File: src/rtl/alu_op_sequencer.sv
// alu_op_sequencer: issues one command at a time to an external 4-bit ALU,
// captures result and flags, and maintains an accumulator and sticky overflow.
module alu_op_sequencer #(
  parameter logic [3:0] ACC_INIT = 4'b0000
) (
  input  logic       clk,
  input  logic       rst,
  input  logic       in_valid,
  output logic       in_ready,
  input  logic [3:0] in_a,
  input  logic [3:0] in_b,
  input  logic [3:0] in_op,
  input  logic       in_use_acc,
  output logic [3:0] alu_a,
  output logic [3:0] alu_b,
  output logic [3:0] alu_op,
  input  logic [3:0] alu_res,
  input  logic       alu_c,
  input  logic       alu_z,
  input  logic       alu_v,
  input  logic       alu_n,
  output logic       out_valid,
  input  logic       out_ready,
  output logic [3:0] out_res,
  output logic [3:0] out_flags,
  output logic       out_err,
  output logic [3:0] acc,
  output logic       sticky_v
);

  typedef enum logic [1:0] {
    IDLE,
    EXEC,
    DONE
  } state_t;

  state_t state;
  state_t state_nxt;
  logic   accept;
  logic   legal;
  logic   exec;

  assign in_ready  = (state == IDLE) ||
                     ((state == DONE) && out_ready);
  assign accept    = in_valid && in_ready;
  assign out_valid = (state == DONE);
  assign exec      = (state == EXEC);
  assign legal     = !alu_op[3];

  // Next-state logic: a new command may chain straight out of DONE.
  always_comb begin
    state_nxt = state;
    unique case (state)
      IDLE: if (accept) state_nxt = EXEC;
      EXEC: state_nxt = DONE;
      DONE: begin
        if (accept)         state_nxt = EXEC;
        else if (out_ready) state_nxt = IDLE;
      end
      default: state_nxt = IDLE;
    endcase
  end

  // State register.
  always_ff @(posedge clk or posedge rst) begin
    if (rst) state <= IDLE;
    else     state <= state_nxt;
  end

  // Operand/opcode registers load only when a command is accepted.
  always_ff @(posedge clk or posedge rst) begin
    if (rst) begin
      alu_a  <= '0;
      alu_b  <= '0;
      alu_op <= '0;
    end else if (accept) begin
      alu_a  <= in_use_acc ? acc : in_a;
      alu_b  <= in_b;
      alu_op <= in_op;
    end
  end

  // Capture the ALU response; illegal opcodes yield a fixed error result.
  always_ff @(posedge clk or posedge rst) begin
    if (rst) begin
      out_res   <= '0;
      out_flags <= '0;
      out_err   <= 1'b0;
    end else if (exec) begin
      if (legal) begin
        out_res   <= alu_res;
        out_flags <= {alu_c, alu_z, alu_v, alu_n};
        out_err   <= 1'b0;
      end else begin
        out_res   <= 4'b0000;
        out_flags <= 4'b0100;
        out_err   <= 1'b1;
      end
    end
  end

  // Accumulator and sticky overflow; clear op resets both.
  always_ff @(posedge clk or posedge rst) begin
    if (rst) begin
      acc      <= ACC_INIT;
      sticky_v <= 1'b0;
    end else if (exec && legal) begin
      if (alu_op == 4'd0) begin
        acc      <= 4'b0000;
        sticky_v <= 1'b0;
      end else begin
        acc      <= alu_res;
        sticky_v <= sticky_v | alu_v;
      end
    end
  end

endmodule

File: config.mk
export PLATFORM = sky130hd
export DESIGN_NAME = alu_op_sequencer
export DESIGN_NICKNAME = d
export VERILOG_FILES = /design/src/rtl/alu_op_sequencer.sv
export SDC_FILE = /design/constraint.sdc
export NUM_CORES = 1
export LEC_CHECK = 0
export BUFFER_PORTS_ARGS = -buffer_cell sky130_fd_sc_hd__buf_2
export CAP_MARGIN = 40
export CORE_UTILIZATION = 45
export DETAILED_ROUTE_END_ITERATION = 6
export HOLD_SLACK_MARGIN = 0.08
export PLACE_DENSITY_LB_ADDON = 0.3
export SKIP_LAST_GASP = 1
export SLEW_MARGIN = 20
export SYNTH_ARGS = -nofsm -noshare
export SYNTH_HDL_FRONTEND = slang
export SYNTH_SLANG_ARGS = --single-unit
File: constraint.sdc
create_clock -name clk -period 1.6 [get_ports clk]
set_input_delay 0 -clock clk [delete_from_list [all_inputs] [get_ports clk]]
set_output_delay 0 -clock clk [all_outputs]
set_load 0.02 [all_outputs]
==> reports/results.ini <==
[status]
status=completed

[layout]
antennaDiodeCount=0
layout-drive-gt1-share_pct=47.1
nFillCells=181
final_nets=196
finalInstanceArea_sq_um=1730
area_growth_pct=50.9

[clock_network]
clk_pin_slew_worst_paths_ns=0.15
cts_buffer_depth=2
cts_root_buf=clkbuf_4
cts_sinks=28
cts_tree=done
numCtsBuffers=3
ctsHtreeMaxLevel=1
clkLatencyLatePin_ns=0.32
postCtsSetupBuffers=0

[floorplan]
die_area_sq_um=2760
rows=17
ios=53
die_w_um=52.5
coreArea_sq_um=2320
start_util_pct=49.5
dieHeight_um=52.5

[timing]
fin_crit_sh_pct=90.1
skew_ns=0.0134
fmax_ghz=0.694
relSlewSlack_pct=64.0
setup_viol=0
rsz0062_at_grt=no
max_slew.worst_pin.slew_ns=0.541
fin_crit_ns=1.44
finalSetupTns_ns=0
drv_slew=0
hold_violations=0

[setup_path]
cp-end-kind=flop
path_max_fanout=7
critPathKind=reg -> reg
cp.arrival_ns=1.65
setup.worst_path.start_class=flop
max_stage_delay_ns=0.46
critPathTopFamily=flip-flops
cp.required_ns=1.81
path_cells=nor2b_4, nor3b_4, buf_4, mux2_2
crit_slowest_cell=dfrtp_1
cp_num_buf_inv=1

[detailed_routing]
vias_per_cell=4.88
antenna_left=0
finalWirelength_mm=2.45
drcViolationCount=0
num_vias=966
dr.pass1.iters=3
avgRoutedWirePerCell_um=12.4
drt_iter0_markers=14

[global_routing]
grt_pass1_vias=983
grt_pass1_wl_mm=4.11
grt_max_degree=29
antenna_found_initial=0
gr-usage-all-layers_pct=20.6
grt_overflow=0

[logic_synthesis]
mappedNetlistNets=116
syn_area_per_cell_sq_um=12.6
synth.distinct_cells=16
yosysWarnings=0
yosysSeqAreaShare_pct=61.0
synthCells=91
ys_seq_elements=28
syn_area_sq_um=1150

[placement]
routabilityCongestion=0.704
dpl.hpwl_mm=1.75
placed_area_sq_um=1450
io_buffer_count=52

[pwr]
leakage_nw=0.874
ir_drop_v=0.00101
powerDensity_nw_per_um2=1540
total_power_mw=2.66

[worst_hold_path]
hp-class=in -> reg

[flow_run]
max-cap-violations=0

[layout by cell type, fill, tap and decap left out]
cell type and n:
a22o_1 1, nand2b_1 3, buf_4 4, dfrtp_1 28, or2b_1 1, o21ai_0 12
clkbuf_4 3, nor3b_4 2, mux2_2 17, buf_2 52, nor2_1 2, a21oi_1 2
nor3_1 1, dlygate4sd3_1 23, inv_1 2, nand2_1 15, bufinv_16 1, nor2b_4 1
[report_power, final]
part	total [mW]	switching [mW]	internal, mW
clock	0.451	0.197	0.253
combinational	1.09	0.633	0.458
sequential	1.12	0.156	0.965
[layer usage]
layer	vias up	share of wire (%)	global-route usage, %
met2	31	52	38.2
met3	2	4.6	3.77
met1	465	43	23.4
met5	-	0	0
met4	0	0.53	6.58
li1	468	-	-
[worst min-delay path: cells and delay by family]
family	cells	cell delay, ns
multiplexers	2	0.28
buffers and inverters	1	0.13
[logic make-up after synthesis]
logic type,Yosys count,share of synthesized area [%]
DFF,28,61.0
muxes,17,16.7
AOI/OAI and AO/OA,15,6.86
and+or+nand+nor,25,12.7
buffers and inverters,6,2.72
[Yosys cell counts (all sizes together)]
cell | instances | area [sq um]
clkbuf | 2 | 7.51
nor2b | 1 | 13.8
nor3 | 1 | 5.00
a22o | 1 | 8.76
nand2b | 3 | 18.8
o21ai | 12 | 60.1
dfrtp | 28 | 701
buf | 2 | 16.3
inv | 2 | 7.51
mux2 | 17 | 191
nor3b | 2 | 37.5
or2b | 1 | 7.51
nand2 | 15 | 56.3
a21oi | 2 | 10.0
nor2 | 2 | 7.51
[path summary, 6_finish.rpt]
path,from,end,slack [ns],cells past startpoint
min reg2reg,out_flags[2]$_DFFE_PP0N_,out_flags[2]$_DFFE_PP0N_,0.49,2
max in group asynchronous,rst,alu_op[0]$_DFFE_PP0N_,1.06,4
max reg2reg,state[1]$_DFFE_PP0P_,alu_b[3]$_DFFE_PP0N_,0.16,4
max,state[1]$_DFFE_PP0P_,alu_b[3]$_DFFE_PP0N_,0.16,4
min in group asynchronous,rst,out_flags[3]$_DFFE_PP0N_,0.27,4
min,in_use_acc,alu_a[1]$_DFFE_PP0N_,0.12,3
[stage by stage]
step                hold slack (ns)  std cells  worst slack, ns  util [%]
global placement             0.0713        171            0.235      62.5
detailed placement           0.0791        171            0.176      62.5
CTS                          0.0869        197            0.136      74.3
global route                  0.133        198           0.0923      74.7
floorplan                    0.0654         91            0.209         -
finish                        0.118        198            0.159      74.7
[layout make-up]
type	instances	area [sq um]	area share, %
timing repair buffer	79	520	30.0
clock inverter	1	30.0	1.73
sequential	28	701	40.4
inverter	2	7.51	0.433
multi-input combinational	57	417	24.0
clock buffer	3	22.5	1.30
tap	28	35.0	2.02
[registers in the layout, indices dropped and copies added, names as in the netlist]
name	flops
alu_a	4
out_err	1
acc	4
alu_op	4
alu_b	4
sticky_v	1
state	2
out_res	4
out_flags	4
[repair_timing]
action,CTS,global route
hold buffers,22,1
resized for setup,0,0
endpoints found under the hold margin,54,1
No activity file was read; power rests on OpenSTA's default activity.
